`src/rtl/gerador_pulso_botao_if.sv`:
```
`default_nettype none
// ============================================================================
//  Module      : gerador_pulso_botao_if
//  Description : Signal bundle between the push-button pulse generator and
//                whatever drives the button / consumes the count pulse.
//                  btn   - raw button level (asynchronous, may bounce)
//                  T     - one-cycle count pulse
//                  held  - debounced button level
//                  state - debug view of the press/release FSM
//                master: drives btn, observes outputs.
//                slave : the pulse generator itself.
//  Revision    : 1.0 - initial release
// ============================================================================
interface gerador_pulso_botao_if;
   logic       btn;
   logic       T;
   logic       held;
   logic [1:0] state;

   modport master (
      output btn,
      input  T,
      input  held,
      input  state
   );

   modport slave (
      input  btn,
      output T,
      output held,
      output state
   );
endinterface
`default_nettype wire

```
`src/rtl/gerador_pulso_botao.sv`:
```
`default_nettype none
// ============================================================================
//  Module      : gerador_pulso_botao
//  Description : Turns a raw, bouncing push-button into clean one-cycle count
//                pulses for the downstream ripple counter.
//                Chain: 2-FF synchroniser -> debounce timer -> press/release
//                FSM -> optional auto-repeat.
//  Ports       : clk          rising-edge clock
//                clear        synchronous active-high reset
//                bus.btn      raw button level (in)
//                bus.T        count pulse, one cycle wide (out, registered)
//                bus.held     debounced button level (out, registered)
//                bus.state    FSM state 0 IDLE/1 ARM/2 HELD/3 REL (out)
//  Revision    : 1.0 - initial release
// ============================================================================
module gerador_pulso_botao #(
   parameter int DB_CYCLES    = 4,
   parameter int REPEAT_EN    = 1,
   parameter int REPEAT_DELAY = 16,
   parameter int REPEAT_RATE  = 8,
   parameter int CW           = 8
) (
   input  logic                 clk,
   input  logic                 clear,
   gerador_pulso_botao_if.slave bus
);

   typedef enum logic [1:0] {
      IDLE = 2'd0,
      ARM  = 2'd1,
      HELD = 2'd2,
      REL  = 2'd3
   } state_t;

   localparam logic [CW-1:0] DB_LAST   = CW'(DB_CYCLES - 1);
   localparam logic [CW-1:0] RPT_FIRST = CW'(REPEAT_DELAY);
   localparam logic [CW-1:0] RPT_NEXT  = CW'(REPEAT_RATE);

   logic          sync1, sync2;
   state_t        state_reg, state_nxt;
   logic [CW-1:0] db_cnt, db_nxt;
   logic [CW-1:0] rpt_cnt, rpt_nxt;
   logic          rpt_phase, phase_nxt;   // 0: waiting for first repeat, 1: steady rate
   logic          t_reg, t_nxt;
   logic          held_reg, held_nxt;
   logic [CW-1:0] rpt_target;
   logic [CW:0]   rpt_inc;                // one extra bit so the compare never wraps

   assign rpt_target = rpt_phase ? RPT_NEXT : RPT_FIRST;
   assign rpt_inc    = {1'b0, rpt_cnt} + (CW+1)'(1);

   always_ff @(posedge clk) begin
      if (clear) begin
         sync1     <= 1'b0;
         sync2     <= 1'b0;
         state_reg <= IDLE;
         db_cnt    <= '0;
         rpt_cnt   <= '0;
         rpt_phase <= 1'b0;
         t_reg     <= 1'b0;
         held_reg  <= 1'b0;
      end else begin
         sync1     <= bus.btn;
         sync2     <= sync1;
         state_reg <= state_nxt;
         db_cnt    <= db_nxt;
         rpt_cnt   <= rpt_nxt;
         rpt_phase <= phase_nxt;
         t_reg     <= t_nxt;
         held_reg  <= held_nxt;
      end
   end

   always_comb begin
      state_nxt = state_reg;
      db_nxt    = db_cnt;
      rpt_nxt   = rpt_cnt;
      phase_nxt = rpt_phase;
      t_nxt     = 1'b0;
      held_nxt  = held_reg;

      case (state_reg)
         IDLE: begin
            if (sync2) begin
               state_nxt = ARM;
               db_nxt    = CW'(1);
            end
         end

         ARM: begin
            if (!sync2) begin
               state_nxt = IDLE;
            end else if (db_cnt >= DB_LAST) begin
               // ">=" also covers DB_CYCLES=1, where DB_LAST is zero
               state_nxt = HELD;
               t_nxt     = 1'b1;
               held_nxt  = 1'b1;
               rpt_nxt   = '0;
               phase_nxt = 1'b0;
            end else begin
               db_nxt = db_cnt + CW'(1);
            end
         end

         HELD: begin
            if (!sync2) begin
               state_nxt = REL;
               db_nxt    = CW'(1);
            end else if (REPEAT_EN != 0) begin
               if (rpt_inc >= {1'b0, rpt_target}) begin
                  if (!t_reg) begin
                     t_nxt     = 1'b1;
                     rpt_nxt   = '0;
                     phase_nxt = 1'b1;
                  end else begin
                     // Pulse due right after another one: park at the target
                     // and fire next cycle so the ripple counter can settle.
                     rpt_nxt = rpt_target;
                  end
               end else begin
                  rpt_nxt = rpt_inc[CW-1:0];
               end
            end
         end

         REL: begin
            if (sync2) begin
               // Release glitch: back to HELD, repeat timer resumes frozen.
               state_nxt = HELD;
            end else if (db_cnt >= DB_LAST) begin
               state_nxt = IDLE;
               held_nxt  = 1'b0;
            end else begin
               db_nxt = db_cnt + CW'(1);
            end
         end

         default: state_nxt = IDLE;
      endcase
   end

   assign bus.T     = t_reg;
   assign bus.held  = held_reg;
   assign bus.state = state_reg;

endmodule
`default_nettype wire

```
`src/flat_wrapper.sv`:
```
// flat-port wrapper written by rule: the top's interface ports become plain ports
module gerador_pulso_botao_flat 
#(
   parameter int DB_CYCLES    = 4,
   parameter int REPEAT_EN    = 1,
   parameter int REPEAT_DELAY = 16,
   parameter int REPEAT_RATE  = 8,
   parameter int CW           = 8
)
  (clk, clear, bus_btn, bus_T, bus_held, bus_state);
  gerador_pulso_botao_if bus_i ();
  input  logic clk;
  input  logic clear;
  input wire logic [$bits(bus_i.btn)-1:0] bus_btn;
  output wire logic [$bits(bus_i.T)-1:0] bus_T;
  output wire logic [$bits(bus_i.held)-1:0] bus_held;
  output wire logic [$bits(bus_i.state)-1:0] bus_state;
  assign bus_i.btn = bus_btn;
  assign bus_T = bus_i.T;
  assign bus_held = bus_i.held;
  assign bus_state = bus_i.state;
  gerador_pulso_botao #(.DB_CYCLES(DB_CYCLES), .REPEAT_EN(REPEAT_EN), .REPEAT_DELAY(REPEAT_DELAY), .REPEAT_RATE(REPEAT_RATE), .CW(CW)) u_core (.clk(clk), .clear(clear), .bus(bus_i));
endmodule
```
`config.mk`:
```
export PLATFORM = sky130hd
export DESIGN_NAME = gerador_pulso_botao_flat
export DESIGN_NICKNAME = d
export VERILOG_FILES = /design/src/rtl/gerador_pulso_botao_if.sv /design/src/rtl/gerador_pulso_botao.sv /design/src/flat_wrapper.sv
export SDC_FILE = /design/constraint.sdc
export NUM_CORES = 1
export LEC_CHECK = 0
export BUFFER_PORTS_ARGS = -buffer_cell sky130_fd_sc_hd__buf_2
export CAP_MARGIN = 10
export CELL_PAD_IN_SITES_DETAIL_PLACEMENT = 0
export CELL_PAD_IN_SITES_GLOBAL_PLACEMENT = 1
export CORE_ASPECT_RATIO = 2
export CORE_MARGIN = 4
export CORE_UTILIZATION = 45
export DETAILED_ROUTE_END_ITERATION = 6
export PLACE_DENSITY = 0.8
export SYNTH_ARGS = -nofsm -noshare
export SYNTH_HDL_FRONTEND = slang
export SYNTH_SLANG_ARGS = --single-unit
```
`constraint.sdc`:
```
create_clock -name clk -period 2.65 [get_ports clk]
set_input_delay 0.53 -clock clk [delete_from_list [all_inputs] [get_ports clk]]
set_output_delay 0.53 -clock clk [all_outputs]
set_load 0.1 [all_outputs]
```
### Word-level counts from Yosys, hierarchy flattened

Index checks and enable logic that the tools add are counted.

| cells by class | value |
|---|---|
| add/sub/neg operators | 2 |
| $lt $le $gt $ge | 2 |
| eq/ne operators | 14 |
| multiplexer cells | 36 |
| reductions and logical operators | 8 |

Operators with widths:

| operator | number |
|---|---|
| $mux W8 | 10 |
| $pmux W8 S4 | 1 |
| $pmux W8 S2 | 1 |
| $mux W1 | 13 |
| $mux W2 | 6 |
| $ne A2 B1 Y1 const B | 6 |
| $reduce_and A4 Y1 | 3 |
| $add A8 B1 Y9 const B | 1 |
| $ge A9 B8 Y1 | 1 |
| $add A8 B1 Y8 const B | 1 |
| $ge A8 B2 Y1 const B | 1 |
| $pmux W2 S4 | 1 |
| $ne A2 B2 Y1 const B | 3 |
| $pmux W1 S2 | 3 |
| $reduce_and A6 Y1 | 1 |
| $mux W5 | 1 |
| $reduce_and A5 Y1 | 1 |
| $eq A2 B2 Y1 const B | 2 |
| $reduce_bool A2 Y1 | 2 |
| $ne A3 B1 Y1 const B | 1 |
| $ne A3 B3 Y1 const B | 1 |
| $eq A2 B1 Y1 const B | 1 |
| $logic_not A2 Y1 | 1 |

| storage, ports and cells | value |
|---|---|
| register bits after elaboration | 23 |
| input port bits | 3 |
| output and inout port bits | 4 |
| logic and storage cells | 70 |

### Longest topological paths before layout

Gate-level depths: netlist (run 1).

| depth | value |
|---|---|
| depth in word-level cells | 5 |
| mapped depth | 8 |
| mapped depth without buffers | 8 |

### Worst setup path after synthesis (run 1)

OpenSTA, ideal clock, no wires.

| timing path | value |
|---|---|
| path type | register -> register |
| start | register u_core.state_reg[0] (netlist: u_core.bus.state[0]) |
| end | register u_core.db_cnt[1] |
| library setup time | 116 ps |
| data arrival time | 2337 ps |
| required time | 2534 ps |
| slack | 197 ps |
| cell stages (with the launch flop) | 8 |
| buffers on the path | 0 |
| clock period less this slack | 2453 ps |
| path through | dfxtp_1 inv_1 ha_1 nor2b_1 a21oi_1 o21ai_0 mux2i_1 nor2b_1 |

| between the ends | value |
|---|---|
| word-level cells in the longest chain between the ends | 3 |
| elaborated cells on any way between the ends | 10 |
| classes of those cells | eq/ne (7); mux (1); reduce/logical (2) |

Ends and longest elaborated chain:

| item | RTL line | text |
|---|---|---|
| start, declared | gerador_pulso_botao.sv:40 | `state_t state_reg, state_nxt;` |
| start signal, assigned | gerador_pulso_botao.sv:65 | `state_reg <= state_nxt;` |
| $eq A2 B2 Y1, or another cell as far along | gerador_pulso_botao.sv:82 | `case (state_reg)` |
| $ne A2 B2 Y1 (no line) or $ne A2 B1 Y1 (tied branches) | - |  |
| $reduce_and A4 Y1 (no line) | - |  |
| end signal, assigned | gerador_pulso_botao.sv:66 | `db_cnt <= db_nxt;` |
| end, declared | gerador_pulso_botao.sv:41 | `logic [CW-1:0] db_cnt, db_nxt;` |

Parallel ways exist; a longest one is shown, timed or not.
A chain may end at the register's enable or synchronous reset.

### Worst setup path in the final report (run 1)

| timing path | value |
|---|---|
| start | register u_core.rpt_cnt[0] |
| end | register u_core.rpt_cnt[3] |

| between the ends | value |
|---|---|
| word-level cells in the longest chain between the ends | 5 |

Ends and longest elaborated chain:

| item | RTL line | text |
|---|---|---|
| start, declared | gerador_pulso_botao.sv:42 | `logic [CW-1:0] rpt_cnt, rpt_nxt;` |
| start signal, assigned | gerador_pulso_botao.sv:67 | `rpt_cnt <= rpt_nxt;` |
| $add A8 B1 Y9 * | gerador_pulso_botao.sv:50 | `assign rpt_inc = {1'b0, rpt_cnt} + (CW+1)'(1);` |
| $ge A9 B8 Y1 | gerador_pulso_botao.sv:110 | `if (rpt_inc >= {1'b0, rpt_target}) begin` |
| $mux W8 * | gerador_pulso_botao.sv:110 |  |
| $mux W8 * | gerador_pulso_botao.sv:106 | `if (!sync2) begin` |
| $pmux W8 S2 * | gerador_pulso_botao.sv:82 |  |

Every way passes the cells marked *; elsewhere a longest branch is shown, timed or not. The select of a mux whose other input is x is not followed.

==> results of run 1 <==
==> power by group through the flow <==
stage          Combinational, W  Sequential [W]  Clock (W)
5_1_grt                0.000146        0.000368   0.000238
6_report               0.000131        0.000367   0.000213
4_1_cts                0.000132        0.000366   0.000221
3_5_place_dp           0.000131        0.000374          0
3_3_place_gp           0.000129        0.000374          0
2_1_floorplan         0.0000798        0.000397          0
==> synthesized netlist by cell type, drive strengths merged <==
cell,n
a31o,1
o21ai,5
nor2,10
nand2b,2
nor2b,5
o21bai,1
xor2,2
o311ai,1
and2,9
o21a,1
a41oi,1
a31oi,3
a32o,1
and3b,1
nand2,12
o41ai,1
nand4,2
o2111ai,1
a221o,1
mux2,1
nand3,5
dfxtp,23
a2111oi,1
nand4b,1
clkbuf,3
a211oi,2
ha,9
inv,5
a2111o,1
nor4,1
mux2i,3
a21oi,8
xnor2,1
nor3,3
a311oi,2
==> worst max-delay path by stage <==
stage / to / slack (ns) / depth (start not counted)
finish: u_core.rpt_cnt[3]$_SDFFE_PP0P_ / 0.30 / 7
global route: u_core.rpt_cnt[3]$_SDFFE_PP0P_ / 0.13 / 7
detailed placement: u_core.rpt_cnt[3]$_SDFFE_PP0P_ / 0.32 / 7
CTS: u_core.rpt_cnt[3]$_SDFFE_PP0P_ / 0.30 / 7
floorplan: u_core.db_cnt[1]$_SDFFE_PP0P_ / 0.20 / 7
global placement: u_core.rpt_cnt[3]$_SDFFE_PP0P_ / 0.36 / 7
==> cell type report <==
class / count / area (sq um)
inverters: 5 / 18.8
fillers: 263 / 1240
repair buffers: 7 / 37.5
well taps: 28 / 35.0
flip-flops and latches: 23 / 460
multi-input cells: 98 / 703
clock buffers: 3 / 41.3
clock inverters: 1 / 5.00
==> cell usage in the layout, fill, tap and decap left out, types with 3 or more instances in the layout <==
master	instances
inv_1	5
buf_2	6
nand2_1	12
clkbuf_8	3
nor3_1	3
nor2b_1	5
a31oi_1	3
mux2i_1	3
a21oi_1	8
nand3_1	5
dfxtp_1	23
nor2_1	9
o21ai_0	4
ha_1	9
and2_1	9
==> cells by family after synthesis <==
group,after synthesis,share of synthesized area (%)
flops,23,38.6
fa+ha+maj,9,9.43
buf+inv,8,2.52
mux,4,3.46
simple gates,51,23.2
xor+xnor,3,2.20
compound gates,31,20.7
==> worst reg2reg max path, stage by stage, from the launching register on <==
cell and delay [ns]:
dfxtp_1 0.42, ha_1 0.30, nand3_1 0.15, xnor2_1 0.24, ha_1 0.31, a2111oi_4 0.43
a21oi_1 0.12, a221o_1 0.27
==> stage by stage <==
stage / std cells / hold slack, ns
6_report: 165 / 0.465
5_1_grt: 165 / 0.474
4_1_cts: 165 / 0.464
3_5_place_dp: 161 / 0.447
3_3_place_gp: 161 / 0.417
2_1_floorplan: 129 / 0.414
==> metal layers <==
| metal | global-route usage, % | wire [microns] | vias up |
|---|---|---|---|
| met5 | 0 | 0 | - |
| met3 | 2.00 | 45 | 4 |
| li1 | - | - | 487 |
| met1 | 16.1 | 914 | 458 |
| met2 | 32.0 | 1520 | 17 |
| met4 | 9.06 | 42 | 0 |
==> results by group, run 1 <==
Drt
  • Total via count in the routed design: about 970
  • Initial DRT Pass Iterations: 4
  • Total DRC errors in the routed layout: 0
  • Average wire per cell in the routed design: between 15 and 20 microns
  • Number of antenna-violating nets in the routed design: 0
  • Sum of routed wire length over all layers: 2520 microns
  • Iteration-0 DRC count of the detailed router: 31
  • Post-DR vias/cell: about 6

Final layout
  • Post-synthesis to final-layout area growth: 9.01%
  • Diodes inserted: 0
  • Final #Nets: 150
  • Top Registers: u_core.db_cnt: 8 flops, u_core.rpt_cnt: 8 flops
  • Final design area excluding fillers: 1300 sq um
  • Fraction of final layout cells sized beyond drive strength 1: between 10% and 20%
  • Core occupancy in the finished layout: around half

Clock network
  • Number of buffers created by CTS: 3
  • Later-pin clock latency in the skew report: 0.26 ns
  • Maximum level of the CTS H-tree: 1
  • # clock sinks: 23
  • Number of resized instances in the post-cts repair step: 0
  • Clk pin slew, worst setup/hold paths: 0.08 ns
  • CTS tree: yes
  • Post-CTS Repair Setup Buffers: 0
  • Maximum clock path buffer count: 2
  • CTS root buf: clkbuf_8
  • Number of hold buffers added after CTS: 0

Worst setup path
  • Cell-by-cell listing of the critical path: ha_1 -> nand3_1 -> xnor2_1 -> ha_1 -> a2111oi_4 -> a21oi_1 -> a221o_1
  • Number of buffer and inverter stages on the critical path: 0
  • Critical Path Start Type: flip-flop
  • Terminus of the critical flop-to-flop path: u_core.rpt_cnt[3]$_SDFFE_PP0P_
  • Worst Reg-to-Reg Cells: 7
  • Origin of the critical flop-to-flop path: u_core.rpt_cnt[0]$_SDFFE_PP0P_
  • Most repeated library cell on the critical path: ha_1
  • Family with the most delay on the worst path: compound AO/OA/AOI/OAI gates
  • Endpoint arrival time on the critical path: approximately 2.5 ns
  • Required time of the worst setup path: 2.80 ns
  • Kind of critical path: flip-flop to flip-flop
  • CP max stage delay: around 0.43 ns
  • Slowest cell on crit path: a2111oi_4
  • Worst-case register-to-register setup slack: roughly 0.30 ns
  • Critical Path Fanout Max: 5
  • Crit. Startpoint: u_core.rpt_cnt[0]$_SDFFE_PP0P_
  • Worst Setup End Kind: flip-flop

Logic synthesis
  • Gate count of the mapped netlist: between 100 and 150
  • Register bit count reported by yosys: 23
  • Top cell type's share of synthesized area: between 30% and 40%
  • Cell types with the largest area share after synthesis: dfxtp_1 (39%), ha_1 (9.4%), and2_1 (4.7%)
  • Fraction of the yosys area taken by sequential cells: between 30% and 40%
  • Average footprint of a synthesized cell: roughly 9.3 sq um
  • Netlist area before placement: between 1000 and 1500 sq um
  • Most area-hungry cell type in the Yosys netlist: dfxtp_1
  • Post-synth cell types: 38
  • Synth warnings: 0
  • Net count after synthesis: 141

Worst hold path
  • Path category of the worst min-delay check: flip-flop to flip-flop
  • Endpoint of the worst hold path: u_core.db_cnt[2]$_SDFFE_PP0P_
  • Count of cells along the worst hold path: 1
  • HP Start: u_core.db_cnt[2]$_SDFFE_PP0P_

Place
  • Dpl cell area: 1250 sq um
  • Routability congestion estimate: between 0.9 and 1
  • Worst slack at placement: ~0.32 ns
  • Port-buffer cells: 6
  • Final HPWL from detailed placement: between 1500 and 2000 microns

Pwr
  • Clk network pwr share: between 30% and 40%
  • Switching component of the power: roughly 0.00021 W
  • Total Power: ~0.0007 W
  • Comb pwr share: 18.4%
  • Sequential group share of total power: around 52%
  • Areal power density over the cells: 547 nW/um^2
  • Switching portion of total power: between 20% and 30%
  • Static leakage: about 0.52 nW
  • Maximum ir drop on the vdd rail: roughly 0.36 mV
  • Design internal power: around 0.0005 W

Flow run
  • Max-Cap Viols: 0

STA
  • Number of endpoints failing setup at the final stage: 0
  • Final period util: between 80% and 90%
  • RSZ-0062 raised after global routing: false
  • Worst Max-Slew Pin Slew: approximately 0.55 ns
  • Worst slew margin relative to its limit: 62.9%
  • Achievable clock frequency: between 400 and 500 MHz
  • Hold Fails Final Rpt: 0
  • Max-slew violation count: 0
  • Final setup skew: 0.00209 ns
  • Total negative setup slack: 0 ns
  • Setup slack of the critical path after layout: approximately 0.30 ns
  • Min cycle time layout: 2.35 ns

Global routing
  • Total track usage: ~17%
  • Initial antenna violation count: 0
  • Overflow after GRT: 0
  • Pin count of the biggest net entering global routing: 14
  • Via count of the first global-routing pass: between 1,000 and 1,500
  • First-pass GRT wire length: 4510 microns

Die
  • CORE AREA: roughly 2500 sq um
  • DIE WIDTH: 44.4 microns
  • Vert. Die Dim: just over 80 microns
  • Starting density of the core: 47.0%
  • Cell Rows: 26
  • IO Count: 7
  • Die Area: about 3600 sq um

Outcome
  • Run status: finished, final reports clean
Power figures use the tool's default switching activity.
==> inputs of run 2 (changes only) <==
Settings changed: RECOVER_POWER set to 25.
==> results by group, run 2 (same netlist as run 1, synthesis figures left out) <==
Outcome
  • Run status: finished, final reports clean (unchanged)

Die
  • IO Count: 7 (unchanged)
  • Starting density of the core: 47.0% (unchanged)
  • Vert. Die Dim: 80.8 microns (unchanged)
  • CORE AREA: 2540 sq um (unchanged)
  • DIE WIDTH: 44.4 microns (unchanged)
  • Cell Rows: 26 (unchanged)
  • Die Area: 3590 sq um (unchanged)

Final layout
  • Final #Nets: 150 (unchanged)
  • Post-synthesis to final-layout area growth: 7.34% (was 9.01%)
  • Footprint of the multi-input gates: 688 sq um (was 703 sq um)
  • Fraction of final layout cells sized beyond drive strength 1: 9.49% (was 13.1%)
  • Sequential cell area: 460 sq um (unchanged)
  • Diodes inserted: 0 (unchanged)
  • Commonest non-fill, non-tap cells in the layout: dfxtp_1 (23), nand2_1 (12), nor2_1 (9), and2_1 (9), ha_1 (9) (unchanged)
  • Fillcell total: 264 (was 263)
  • Most common cell after layout, fill and taps aside: dfxtp_1 (unchanged)
  • Top Registers: u_core.db_cnt: 8 flops, u_core.rpt_cnt: 8 flops (unchanged)
  • Final design area excluding fillers: 1280 sq um (was 1300 sq um)

STA
  • RSZ-0062 raised after global routing: false (unchanged)
  • Max-slew violation count: 0 (unchanged)
  • Number of endpoints failing setup at the final stage: 0 (unchanged)
  • Min cycle time layout: 2.36 ns (was 2.35 ns)
  • Hold Fails Final Rpt: 0 (unchanged)
  • Final period util: 89.0% (was 88.6%)
  • Total negative setup slack: 0 ns (unchanged)
  • Worst Max-Slew Pin Slew: 1.16 ns (was 0.555 ns)
  • Achievable clock frequency: 424 MHz (was 426 MHz)
  • Final setup skew: 0.00102 ns (was 0.00209 ns)
  • Worst slew margin relative to its limit: 22.9% (was 62.9%)

Worst hold path
  • Path category of the worst min-delay check: flip-flop to flip-flop (unchanged)
  • Count of cells along the worst hold path: 1 (unchanged)
  • HP Start: u_core.sync1$_SDFF_PP0_ (was u_core.db_cnt[2]$_SDFFE_PP0P_)
  • Endpoint of the worst hold path: u_core.sync2$_SDFF_PP0_ (was u_core.db_cnt[2]$_SDFFE_PP0P_)

Drt
  • Initial DRT Pass Iterations: 5 (was 4)
  • Total via count in the routed design: 963 (was 966)
  • Sum of routed wire length over all layers: 2520 microns (about the same)
  • Average wire per cell in the routed design: 15.3 microns (about the same)
  • Post-DR vias/cell: 5.84 (was 5.85)
  • Iteration-0 DRC count of the detailed router: 24 (was 31)
  • Number of antenna-violating nets in the routed design: 0 (unchanged)
  • Total DRC errors in the routed layout: 0 (unchanged)

Global routing
  • First-pass GRT wire length: 4510 microns (unchanged)
  • Pin count of the biggest net entering global routing: 14 (unchanged)
  • Initial antenna violation count: 0 (unchanged)
  • Overflow after GRT: 0 (unchanged)
  • Total track usage: 16.6% (unchanged)
  • Via count of the first global-routing pass: 1,025 (unchanged)

Clock network
  • Maximum level of the CTS H-tree: 1 (unchanged)
  • Later-pin clock latency in the skew report: 0.26 ns (about the same)
  • # clock sinks: 23 (unchanged)
  • Maximum clock path buffer count: 2 (unchanged)
  • CTS root buf: clkbuf_8 (unchanged)
  • Clk pin slew, worst setup/hold paths: 0.08 ns (about the same)
  • Number of resized instances in the post-cts repair step: 0 (unchanged)
  • CTS tree: yes (unchanged)
  • Post-CTS Repair Setup Buffers: 0 (unchanged)
  • Number of buffers created by CTS: 3 (unchanged)
  • Number of hold buffers added after CTS: 0 (unchanged)

Place
  • Routability congestion estimate: 0.921 (unchanged)
  • Port-buffer cells: 6 (unchanged)
  • Final HPWL from detailed placement: 1980 microns (unchanged)
  • Dpl cell area: 1250 sq um (unchanged)

Worst setup path
  • Critical Path Fanout Max: 6 (was 5)
  • Kind of critical path: flip-flop to flip-flop (unchanged)
  • Terminus of the critical flop-to-flop path: u_core.rpt_cnt[3]$_SDFFE_PP0P_ (unchanged)
  • Endpoint arrival time on the critical path: 2.51 ns (was 2.50 ns)
  • Worst-case register-to-register setup slack: 0.29 ns (was 0.30 ns)
  • Origin of the critical flop-to-flop path: u_core.db_cnt[0]$_SDFFE_PP0P_ (was u_core.rpt_cnt[0]$_SDFFE_PP0P_)
  • Required time of the worst setup path: 2.80 ns (about the same)
  • Worst Setup End Kind: flip-flop (unchanged)
  • Critical Path Start Type: flip-flop (unchanged)
  • Worst Reg-to-Reg Cells: 6 (was 7)

Flow run
  • Max-Cap Viols: 0 (unchanged)

Pwr
  • Static leakage: 0.501 nW (was 0.524 nW)
  • Maximum ir drop on the vdd rail: 0.361 mV (was 0.359 mV)
  • Areal power density over the cells: 553 nW/um^2 (was 547 nW/um^2)
run 2: stage by stage:
step                      cells  util, %  power (W)  hold WS [ns]  setup slack (ns)
after floorplan             129        -   0.000477         0.414             0.197
after detailed placement    161     49.5   0.000506         0.447             0.318
after CTS                   165     51.3   0.000719         0.464             0.302
final                       165     50.5   0.000709         0.459             0.290
after global routing        165     50.5   0.000750         0.474            0.0900
after global placement      161     49.5   0.000503         0.417             0.361
run 2: area by class of cell:
| cell class | instances | area share [%] |
|---|---|---|
| tap | 28 | 2.73 |
| sequential | 23 | 35.9 |
| clock inverter | 1 | 0.391 |
| multi-input combinational | 98 | 53.7 |
| inverter | 5 | 1.46 |
| timing repair buffer | 7 | 2.54 |
| clock buffer | 3 | 3.22 |
run 2: power by group:
group	internal, W	switching, W
registers	0.000356	0.0000104
logic	0.0000388	0.0000903
clock network	0.000105	0.000108
total	0.000500	0.000209
run 2: routing by layer:
layer	share of wire, %	vias to the layer above	track usage (%)
li1	-	486	-
met1	36	455	16.1
met2	60	18	32.0
met3	2.3	4	2.00
met4	1.7	0	9.06
met5	0	-	0
run 2: critical path, stage by stage, from the launching register on:
cell	delay [ns]
dfxtp_1	0.34
ha_1	0.21
nor4_1	0.68
nand3_1	0.34
nand3_1	0.28
nor2_1	0.07
a221o_1	0.33
run 2: worst max-delay path by stage:
stage / startpoint / to / cells past startpoint
2_1_floorplan: u_core.bus.state[0]$_SDFFE_PP0P_ / u_core.db_cnt[1]$_SDFFE_PP0P_ / 7
3_3_place_gp: u_core.rpt_cnt[0]$_SDFFE_PP0P_ / u_core.rpt_cnt[3]$_SDFFE_PP0P_ / 7
3_5_place_dp: u_core.rpt_cnt[0]$_SDFFE_PP0P_ / u_core.rpt_cnt[3]$_SDFFE_PP0P_ / 7
4_1_cts: u_core.rpt_cnt[0]$_SDFFE_PP0P_ / u_core.rpt_cnt[3]$_SDFFE_PP0P_ / 7
5_1_grt: u_core.db_cnt[0]$_SDFFE_PP0P_ / u_core.rpt_cnt[2]$_SDFFE_PP0P_ / 6
6_report: u_core.db_cnt[0]$_SDFFE_PP0P_ / u_core.rpt_cnt[3]$_SDFFE_PP0P_ / 6
